==> src/rtl/better_neighbor_writer_pkg.sv <==
// Shared memory map and state encoding for the better-neighbor writer and the winner policy.
package better_neighbor_writer_pkg;

  localparam int WORD_WIDTH = 16;

  localparam logic [15:0] TABLE_BASE    = 16'h0600;
  localparam logic [15:0] NCOUNT_ADDR   = 16'h0666;
  localparam logic [15:0] LIST_BASE     = 16'h0668;
  localparam logic [15:0] COUNT_ADDR    = 16'h068C;
  localparam logic [15:0] MAX_NEIGHBORS = 16'd25;
  localparam logic [15:0] MAX_BETTER    = 16'd18;

  typedef enum logic [3:0] {
    IDLE       = 4'd0,
    LATCH_NCNT = 4'd1,
    LATCH_ID   = 4'd2,
    EVAL       = 4'd3,
    WR_ID      = 4'd4,
    WR_CNT     = 4'd5,
    DONE       = 4'd6
  } bnw_state_e;

  // Entry idx occupies two words: ID at base+4*idx, Q at base+4*idx+2 (16-bit wrap).
  function automatic logic [15:0] entryAddr(input logic [15:0] idx);
    return TABLE_BASE + {idx[13:0], 2'b00};
  endfunction

  function automatic logic [15:0] slotAddr(input logic [15:0] k);
    return LIST_BASE + {k[14:0], 1'b0};
  endfunction

endpackage

==> src/rtl/better_neighbor_writer.sv <==
// Scans the neighbor table and writes IDs with Q below _mybest, then the kept count.
// Optional best-value tracking is enabled by defining BNW_BEST_TRACK_EN.
module better_neighbor_writer
  import better_neighbor_writer_pkg::*;
(
  input  logic        clock,
  input  logic        nreset,
  input  logic        start_bnWriter,
  input  logic [15:0] _mybest,
  input  logic [15:0] MY_NODE_ID,
  input  logic [15:0] data_in,
  output logic [15:0] address,
  output logic [15:0] data_out,
  output logic        wr_en,
  output logic        done_bnWriter,
  output logic [15:0] betterNeighborCount,
  output logic [15:0] bestvalue_out,
  output logic [15:0] bestneighbor_out,
  output logic [3:0]  cstate
);

  bnw_state_e  state_q;
  logic [15:0] address_q, dataOut_q, count_q;
  logic        wrEn_q, done_q;
  logic [15:0] n_q, i_q, k_q, id_q;
  logic [15:0] iNext;
  logic        lastEntry, isBetter;

  assign iNext     = i_q + 16'd1;
  assign lastEntry = (iNext == n_q);
  assign isBetter  = (data_in < _mybest) && (id_q != MY_NODE_ID) && (k_q < MAX_BETTER);

`ifdef BNW_BEST_TRACK_EN
  logic [15:0] bestQ_q, bestId_q, bestValOut_q, bestNbOut_q;
`endif

  always_ff @(posedge clock) begin
    if (!nreset) begin
      state_q   <= IDLE;
      address_q <= '0;
      dataOut_q <= '0;
      wrEn_q    <= 1'b0;
      done_q    <= 1'b0;
      count_q   <= '0;
      n_q       <= '0;
      i_q       <= '0;
      k_q       <= '0;
      id_q      <= '0;
`ifdef BNW_BEST_TRACK_EN
      bestQ_q      <= 16'hFFFF;
      bestId_q     <= '0;
      bestValOut_q <= 16'hFFFF;
      bestNbOut_q  <= '0;
`endif
    end else begin
      case (state_q)
        IDLE: begin
          if (start_bnWriter) begin
            address_q <= NCOUNT_ADDR;
            state_q   <= LATCH_NCNT;
          end
        end
        LATCH_NCNT: begin
          n_q       <= (data_in > MAX_NEIGHBORS) ? MAX_NEIGHBORS : data_in;
          i_q       <= '0;
          k_q       <= '0;
          address_q <= TABLE_BASE;
`ifdef BNW_BEST_TRACK_EN
          bestQ_q   <= 16'hFFFF;
          bestId_q  <= '0;
`endif
          state_q   <= (data_in == 16'd0) ? WR_CNT : LATCH_ID;
        end
        LATCH_ID: begin
          id_q      <= data_in;
          address_q <= entryAddr(i_q) + 16'd2;
          state_q   <= EVAL;
        end
        EVAL: begin
          if (isBetter) begin
            address_q <= slotAddr(k_q);
            dataOut_q <= id_q;
            wrEn_q    <= 1'b1;
            k_q       <= k_q + 16'd1;
`ifdef BNW_BEST_TRACK_EN
            if (data_in < bestQ_q) begin
              bestQ_q  <= data_in;
              bestId_q <= id_q;
            end
`endif
            state_q   <= WR_ID;
          end else begin
            i_q <= iNext;
            if (lastEntry) begin
              state_q <= WR_CNT;
            end else begin
              address_q <= entryAddr(iNext);
              state_q   <= LATCH_ID;
            end
          end
        end
        WR_ID: begin
          wrEn_q <= 1'b0;
          i_q    <= iNext;
          if (lastEntry) begin
            state_q <= WR_CNT;
          end else begin
            address_q <= entryAddr(iNext);
            state_q   <= LATCH_ID;
          end
        end
        WR_CNT: begin
          address_q <= COUNT_ADDR;
          dataOut_q <= k_q;
          wrEn_q    <= 1'b1;
          state_q   <= DONE;
        end
        DONE: begin
          wrEn_q  <= 1'b0;
          count_q <= k_q;
`ifdef BNW_BEST_TRACK_EN
          bestValOut_q <= bestQ_q;
          bestNbOut_q  <= bestId_q;
`endif
          // Done is raised on entry and only dropped once the requester releases start.
          if (done_q && !start_bnWriter) begin
            done_q  <= 1'b0;
            state_q <= IDLE;
          end else begin
            done_q <= 1'b1;
          end
        end
        default: state_q <= IDLE;
      endcase
    end
  end

  assign address             = address_q;
  assign data_out            = dataOut_q;
  assign wr_en               = wrEn_q;
  assign done_bnWriter       = done_q;
  assign betterNeighborCount = count_q;
  assign cstate              = state_q;

`ifdef BNW_BEST_TRACK_EN
  assign bestvalue_out    = bestValOut_q;
  assign bestneighbor_out = bestNbOut_q;
`else
  assign bestvalue_out    = 16'hFFFF;
  assign bestneighbor_out = 16'h0000;
`endif

endmodule
==> config.mk <==
export PLATFORM = sky130hd
export DESIGN_NAME = better_neighbor_writer
export DESIGN_NICKNAME = d
export VERILOG_FILES = /design/src/rtl/better_neighbor_writer_pkg.sv /design/src/rtl/better_neighbor_writer.sv
export SDC_FILE = /design/constraint.sdc
export NUM_CORES = 1
export LEC_CHECK = 0
export CORE_MARGIN = 2
export CORE_UTILIZATION = 47
export CTS_CLUSTER_DIAMETER = 60
export DETAILED_ROUTE_END_ITERATION = 10
export GPL_TIMING_DRIVEN = 0
export PLACE_DENSITY = 0.84
export SETUP_SLACK_MARGIN = 0.1
export SKIP_CTS_REPAIR_TIMING = 1
export SLEW_MARGIN = 20
export SYNTH_ARGS = -nofsm -noshare
export SYNTH_HDL_FRONTEND = slang
export SYNTH_SLANG_ARGS = --single-unit
==> constraint.sdc <==
create_clock -name clock -period 3.8 [get_ports clock]
set_input_delay 0.76 -clock clock [delete_from_list [all_inputs] [get_ports clock]]
set_output_delay 0.76 -clock clock [all_outputs]
set_load 0.02 [all_outputs]
# Word-level counts from Yosys, hierarchy flattened
# Index checks and enable logic that the tools add are counted.
dict set report classes {
  magnitude_cmp 3
  mux 20
  n_addsub 6
  n_eq_ne 12
  reduce_logical 18
}
# op count
set ops {}
lappend ops {{16-bit 2-to-1 mux} 7}
lappend ops {{16-bit one-hot mux with 6 select lines} 1}
lappend ops {{16-bit one-hot mux with 2 select lines} 2}
lappend ops {{11-bit by 16-bit adder with 16-bit output (first input constant)} 3}
lappend ops {{16-bit one-hot mux with 3 select lines} 1}
lappend ops {{16-bit by 1-bit adder with 16-bit output (second input constant)} 2}
lappend ops {{4-bit one-hot mux with 7 select lines} 1}
lappend ops {{16-bit by 2-bit adder with 16-bit output (second input constant)} 1}
lappend ops {{16-bit equality test} 1}
lappend ops {{16-bit by 5-bit greater-than comparator with 1-bit output (second input constant)} 1}
lappend ops {{16-bit logical NOT} 1}
lappend ops {{16-bit less-than comparator} 1}
lappend ops {{16-bit by 5-bit less-than comparator with 1-bit output (second input constant)} 1}
lappend ops {{16-bit inequality test} 1}
lappend ops {{4-bit by 3-bit equality test with 1-bit output (second input constant)} 3}
lappend ops {{2-bit AND reduction} 6}
lappend ops {{3-bit 2-to-1 mux} 3}
lappend ops {{4-bit by 2-bit equality test with 1-bit output (second input constant)} 2}
lappend ops {{4-bit 2-to-1 mux} 2}
lappend ops {{2-bit inequality test (second input constant)} 4}
lappend ops {{3-bit nonzero test} 2}
lappend ops {{6-bit nonzero test} 1}
lappend ops {{4-bit by 1-bit equality test with 1-bit output (second input constant)} 1}
lappend ops {{4-bit logical NOT} 1}
lappend ops {{other kinds (6)} 10}
dict set report totals {
  regBits 118
  output_inout_bits 86
  inputBits 51
  elab_cells 69
}

# Depth between registers and ports, before layout
dict set report depth {
  depth_word 5
  ltp_mapped 12
  mapped_depth_nobuf 11
}

# Worst setup path before layout
# Ideal clock, no wire load.
dict set report synth_path {
  path_type {input-to-reg}
  startpoint {in _mybest[7]}
  endpoint {reg i_q[9]}
  path_buffers 2
  cell_stages 11
  t_arrival_ns 2.728
  setup_slack_ns 0.927
  t_required_ns 3.656
  setup_ns 0.144
  cell_sequence {inv_1 > ha_1 > nand2_1 > o21a_1 > a211oi_1 > o21ai_0 > and2_1 > buf_2 > a22oi_1 > clkbuf_1 > a311oi_1}
}
dict set report synth_between {
  elab_chain_len 5
}
# item line
set synth_rtl {}
lappend synth_rtl {{from (decl)} better_neighbor_writer.sv:9} ;# input logic [15:0] _mybest,
lappend synth_rtl {{16-bit less-than comparator} better_neighbor_writer.sv:31} ;# assign isBetter = (data_in < _mybest) && (id_q != MY_NODE_ID) && (k_q < MAX_BETTER);
lappend synth_rtl {{1-bit logical AND (2 in a row)} better_neighbor_writer.sv:31}
lappend synth_rtl {{2-bit inequality test (no line)} n/a}
lappend synth_rtl {{2-bit AND reduction (no line)} n/a}
lappend synth_rtl {{to (signal assigned)} better_neighbor_writer.sv:93} ;# i_q <= iNext;
lappend synth_rtl {{to (signal assigned)} better_neighbor_writer.sv:104} ;# i_q <= iNext;
lappend synth_rtl {{to (decl)} better_neighbor_writer.sv:25} ;# logic [15:0] n_q, i_q, k_q, id_q;
# Every way passes these cells.
# A chain may end at the register's enable or synchronous reset.

# Worst setup path after layout
dict set report layout_path {
  startpoint {in _mybest[7]}
  endpoint {reg k_q[3]}
}
dict set report layout_between {
  elab_chain_len 5
}
# item line
set layout_rtl {}
lappend layout_rtl {{16-bit less-than comparator} better_neighbor_writer.sv:31}
lappend layout_rtl {{1-bit logical AND (2 in a row)} better_neighbor_writer.sv:31}
lappend layout_rtl {{2-bit inequality test (no line)} n/a}
lappend layout_rtl {{2-bit AND reduction (no line)} n/a}
lappend layout_rtl {{to (signal assigned)} better_neighbor_writer.sv:84} ;# k_q <= k_q + 16'd1;
lappend layout_rtl {{to (decl)} better_neighbor_writer.sv:25}
# Every way passes these cells.

==> results.json <==
{
  "fin_skew_ns": 0.00979,
  "p_clk_share_pct": 46.8,
  "ys_seq_area_share_pct": 34.8,
  "min_period_over_period_pct": 92.8,
  "track_usage_pct": 27.4,
  "antennaDiodeCount": 0,
  "fmax_mhz": 284,
  "p_leak_nw": 3.45,
  "ys_types": 75,
  "hold_end": "betterNeighborCount[5]",
  "status": "finished clean",
  "p_per_area_nw_per_um2": 404,
  "vias_per_cell": 5.78,
  "slowest_stage": "o21ai_0",
  "peakVddDrop_uv": 355,
  "critPathMaxFanout": 10,
  "relSlewSlack_pct": 26.5,
  "power_frac_comb_pct": 16.1,
  "yosys_warnings": 0,
  "core_area_um2": 13900,
  "tritoncts": "done",
  "crit_type": "input port to flop",
  "cp-startpoint": "_mybest[7]",
  "regToRegStartpoint": "i_q[8]",
  "finalHoldViolCount": 0,
  "rrSetupSlack_ns": 0.49,
  "hp-class": "flop to flop",
  "wirelength_um": 20600,
  "final_common_cell": "dfxtp_1",
  "clk_pin_slew_ns": 0.06,
  "worstPathArrival_ns": 3.84,
  "syn2layout_area_growth_pct": 29.6,
  "syn_area_um2": 6730,
  "io_pins": 137,
  "final_antenna_net_count": 0,
  "synth_seq_cells": 117,
  "grt_first_pass_wirelength_um": 32000,
  "port-buffer-count": 102,
  "p_int_mw": 2.44,
  "drc": 0,
  "cts.path.max_buffers": 2,
  "vias": 6714,
  "drt_pre_antenna_iters": 8,
  "async_reset_ff_share_pct": 0,
  "cp-start-kind": "input port",
  "cp_cell_sequence": "clkdlybuf4s50_1 -> inv_1 -> ha_1 -> a21oi_1 -> o21a_1 -> o21ai_0 -> o21ai_0 -> and4_1 -> buf_4 -> buf_4 -> nand4_1 -> xnor2_1 -> nor2_1",
  "grt-ovfl-total": 0,
  "synth_edf_count": 0,
  "fin_nets": 1042,
  "slowest_delay_ns": 0.67,
  "cts_buffers": 17,
  "worst_hold_path.num_cells": 2,
  "dieHeight_um": 124,
  "maxCapViolCount": 0,
  "pwr-share-seq_pct": 37.1,
  "cts_root_buf": "clkbuf_16",
  "final.setup.worst_slack_ns": 0.274,
  "fin_hold_ws_ns": 0.453,
  "rr_endpoint": "address[0]",
  "setup_tns_ns": 0,
  "synth_ff_type": "dfxtp_1",
  "row_count": 43,
  "rsz0062_at_grt": "false",
  "p_total_mw": 3.52,
  "cts_max_level": 4,
  "crit_required_ns": 4.12,
  "drive_gt1_share_pct": 10.8,
  "grt_start_max_net_pins": 17,
  "initialDrtViolationCount": 741,
  "reg2regPathDepth": 9,
  "syn_avg_cell_area_um2": 8.27,
  "layout_min_cycle_time_ns": 3.53,
  "place.gp.congestion": 0.975,
  "dp_hpwl_um": 15100,
  "p_sw_mw": 1.09,
  "setup_viol": 0,
  "antenna_found_initial": 0,
  "slew_violations": 0,
  "pre_cts_ws_ns": -0.555,
  "final_cell_mix": "dfxtp_1 (117), nand2_1 (105), clkdlybuf4s50_1 (102)",
  "worstSkewPairLatency_ns": 0.43,
  "grt_pass1_vias": 6015,
  "sw_frac_of_total_pct": 30.8,
  "wl_per_cell_um": 17.7,
  "endpoint_kind": "flop",
  "syn_inst": 814,
  "holdCritStartpoint": "betterNeighborCount[5]",
  "start_util_pct": 48.3,
  "die-width_um": 124,
  "dieArea_um2": 15300,
  "worstMarginPinSlew_ns": 1.09,
  "cts.sinks": 117
}
[per-layer routing]
layer	track usage (%)	routed length (um)
met1	37.5	8870
met2	40.9	8940
met3	6.87	2120
met4	12.0	665
met5	0	0
[logic make-up after synthesis]
group / Yosys count / share of synthesized area, %
xor+xnor: 61 / 8.26
other cells: 2 / 0.112
compound gates: 195 / 19.6
simple gates: 271 / 19.7
fa+ha+maj: 23 / 4.28
mux: 29 / 4.33
flops: 117 / 34.8
buf+inv: 116 / 9.00
[flip-flops by register name, summed over array words and instances (netlist names)]
| name | flops |
|---|---|
| betterNeighborCount | 16 |
| i_q | 16 |
| id_q | 16 |
| address | 16 |
| cstate | 3 |
| done_bnWriter | 1 |
| wr_en | 1 |
| n_q | 16 |
| data_out | 16 |
| k_q | 16 |
[synthesized netlist by cell type, types with 10 or more instances]
cell type / n / share of area (%)
nand4_1: 12 / 1.1
a21oi_1: 59 / 4.4
buf_4: 38 / 4.2
xnor2_1: 34 / 4.4
nand2_1: 105 / 5.9
nor2_1: 53 / 3.0
a22oi_1: 10 / 1.1
and3_1: 24 / 2.2
buf_2: 10 / 0.74
a211oi_1: 21 / 2.3
xor2_1: 25 / 3.3
ha_1: 23 / 4.3
dfxtp_1: 117 / 35
o21ai_0: 23 / 1.7
mux2i_1: 28 / 4.2
inv_1: 28 / 1.6
nor3_1: 10 / 0.74
nor4_1: 11 / 1.0
clkbuf_1: 35 / 2.0
nand3_1: 16 / 1.2
a311oi_1: 13 / 1.7
o22ai_1: 12 / 1.1
[worst max-delay path: cells and delay by family]
kind                       cells  cell delay, ns
AOI/OAI and AO/OA              4            1.05
xor gates and xnor gates       1            0.19
adders and majority gates      1            0.32
buffers and inverters          4            0.97
and+or+nand+nor                3            0.53
[through the flow]
step                      utilization, %  area (um2)  cells
after floorplan                        -        6850    845
after global placement              58.1        8090   1127
after detailed placement            58.1        8090   1127
after CTS                           62.4        8690   1159
after global routing                62.6        8720   1161
final                               62.6        8720   1161
[layout make-up]
class                   count  area (um2)
plain buffers              86         497
clock buffers              17         425
clock inverters            15         175
fillers                  1209        5210
inverters                  30         113
multi-input cells         612        3910
flip-flops and latches    117        2340
well taps                 180         225
repair buffers            104        1040
[power groups by stage]
stage / logic (mW) / registers, mW / clock network [mW]
6_report: 0.566 / 1.31 / 1.65
3_3_place_gp: 0.537 / 1.33 / 0
5_1_grt: 0.608 / 1.31 / 1.71
3_5_place_dp: 0.541 / 1.33 / 0
2_1_floorplan: 0.323 / 1.34 / 0
4_1_cts: 0.545 / 1.31 / 1.65
[how the worst max path moves through the flow]
stage	end
after CTS	i_q[9]
after global placement	i_q[11]
after floorplan	i_q[9]
after detailed placement	i_q[9]
final	k_q[3]
after global routing	i_q[13]
No activity file was read; power rests on OpenSTA's default activity.
==> RTL change (same flow settings) <==
Register the input `_mybest` before use. The logic sees it one clock later. The other inputs are not delayed to match.
--- a/src/rtl/better_neighbor_writer.sv
+++ b/src/rtl/better_neighbor_writer.sv
@@ -19,6 +19,12 @@
   output logic [3:0]  cstate
 );
 
+  logic [15:0] _mybest_q;
+
+  always_ff @(posedge clock) begin
+    _mybest_q <= _mybest;
+  end
+
   bnw_state_e  state_q;
   logic [15:0] address_q, dataOut_q, count_q;
   logic        wrEn_q, done_q;
@@ -28,7 +34,7 @@
 
   assign iNext     = i_q + 16'd1;
   assign lastEntry = (iNext == n_q);
-  assign isBetter  = (data_in < _mybest) && (id_q != MY_NODE_ID) && (k_q < MAX_BETTER);
+  assign isBetter  = (data_in < _mybest_q) && (id_q != MY_NODE_ID) && (k_q < MAX_BETTER);
 
 `ifdef BNW_BEST_TRACK_EN
   logic [15:0] bestQ_q, bestId_q, bestValOut_q, bestNbOut_q;
Function: changed (Yosys sat finds a counterexample within 10 cycles, from zero or initial values and one cycle with nreset low).
==> RTL change against the unedited design <==
  * Sequential cell count up 16
  * Setup slack better by 0.069 ns
  * Via count up 0.28%
  * Routed wire length down 1.6%
  * Synthesized area increased by 2.7%
  * Die area up 2.6%
  * Critical path depth is 4 lower
  * Register-to-register slack worse by 0.15 ns
  * Largest power group unchanged
  * Design area increased by 1.4%
  * Total power is 3.3% higher
==> RTL change: results (changes against the unedited design) <==
| Metric | Value |
|---|---|
| Outcome | complete, no violations |
| Number of I/O port buffers | 103 (+0.98%) |
| Top post-synthesis cells by area | dfxtp_1, nand2_1, a21oi_1 |
| Hold Path End | address[0]$_SDFFE_PN0P_ |
| Largest stage delay, worst path | 0.49 ns (-0.18 ns) |
| VDD IR-drop max | 0.000342 V (-3.7%) |
| Sequential area share after synthesis | 38.5% (+3.7 points) |
| Nets | 1077 (+3.4%) |
| WHS | 0.431 ns (-0.0222 ns) |
| Detailed Route Iter0 Violations | 918 (+24%) |
| Routed WL per cell | 16.9 µm (-4.8%) |
| Crit path capture | address[10]$_SDFFE_PN0P_ |
| Achievable Freq | 0.289 GHz (+2.0%) |
| First-pass GRT wire length | 32.3 mm (+0.97%) |
| Place WS | -0.0547 ns (+0.501 ns) |
| Worst hold-check path type | flip-flop to flip-flop |
| Clock skew | 0.00920 ns (-0.000592 ns) |
| CP delay by family, top | simple AND/OR/NAND/NOR gates |
| Critical path arrival | 3.78 ns (-0.06 ns) |
| Tightest Pin Transition | 0.966 ns (-0.128 ns) |
| Leakage | 3.49 nW (+1.4%) |
| Reg2reg setup slack | 0.34 ns (-0.15 ns) |
| Hold Crit Start | address[0]$_SDFFE_PN0P_ |
| HPWL Detailed | 14.6 mm (-2.9%) |
| RePlAce Congestion | 0.969 (-0.58%) |
| Cells on worst reg2reg path | 9 (unchanged) |
| Slowest cell on crit path | dfxtp_1 |
| Avg Vias per Cell | 5.61 (-3.0%) |
| Tot GR Track Use | 25.6% (-1.8 points) |
| Distinct cells, synth | 64 (-15%) |
| Detailed Routing Iterations Pass 1 | 5 (-3) |
| Fraction of layout cells with a size suffix above 1 | 9.94% (-0.86 points) |
| Reg clk slew, reported paths | 0.06 ns (about the same) |
| Most frequent cells after synthesis | nand2_1, dfxtp_1, a21oi_1, nor2_1, o21ai_0 |
| Worst setup startpoint | i_q[1]$_SDFFE_PN0P_ |
| Via count of the first global-routing pass | 6399 (+6.4%) |
RTL change: cell types whose count changed in the layout (fill, tap and decap cells not counted), sizes merged, moves of 7 or more:
cell    change
nor3       +10
dfxtp      +16
mux2i      -17
inv         -9
xnor2       -7
o21ai      +19
a31oi      +15
a21oi      +15
nand2      +40
a211oi     -17
a311oi     -13
RTL change: power breakdown:
part | switching [mW] | total [mW] | internal (mW) | leakage [nW]
sequential | 0.0483 | 1.49 | 1.45 | 1.08
combinational | 0.357 | 0.583 | 0.226 | 2.15
clock | 0.657 | 1.56 | 0.907 | 0.261
RTL change: metrics by stage:
step	instances	area, µm²
3_3_place_gp	1168	8290
3_5_place_dp	1168	8290
5_1_grt	1200	8850
6_report	1200	8850
2_1_floorplan	881	7020
4_1_cts	1200	8840
RTL change: area by class of cell:
cell class / count / area [µm²]
Clock inverter: 13 / 126
Sequential cell: 133 / 2660
Multi-Input combinational cell: 635 / 3770
Clock buffer: 19 / 433
Buffer: 86 / 489
Inverter: 27 / 101
Tap cell: 184 / 230
Fill cell: 1206 / 5580
Timing Repair Buffer: 103 / 1030
RTL change: cell families (layout without fill, tap and decap cells):
kind of cell	after synthesis	after routing	synth area share, %
muxes	13	13	1.92
adders and majority gates	23	23	4.17
xor gates and xnor gates	59	59	7.81
DFF	133	133	38.5
AOI/OAI and AO/OA	194	194	16.7
and+or+nand+nor	313	313	22.2
other	2	33	0.109
buffers and inverters	113	248	8.55
RTL change: metal layers:
layer	wire length [µm]	GRT usage, %	part of all wire (%)
met1	8050	32.1	40
met2	9440	41.0	47
met5	0	0	0
met4	737	13.8	3.6
met3	2050	5.78	10
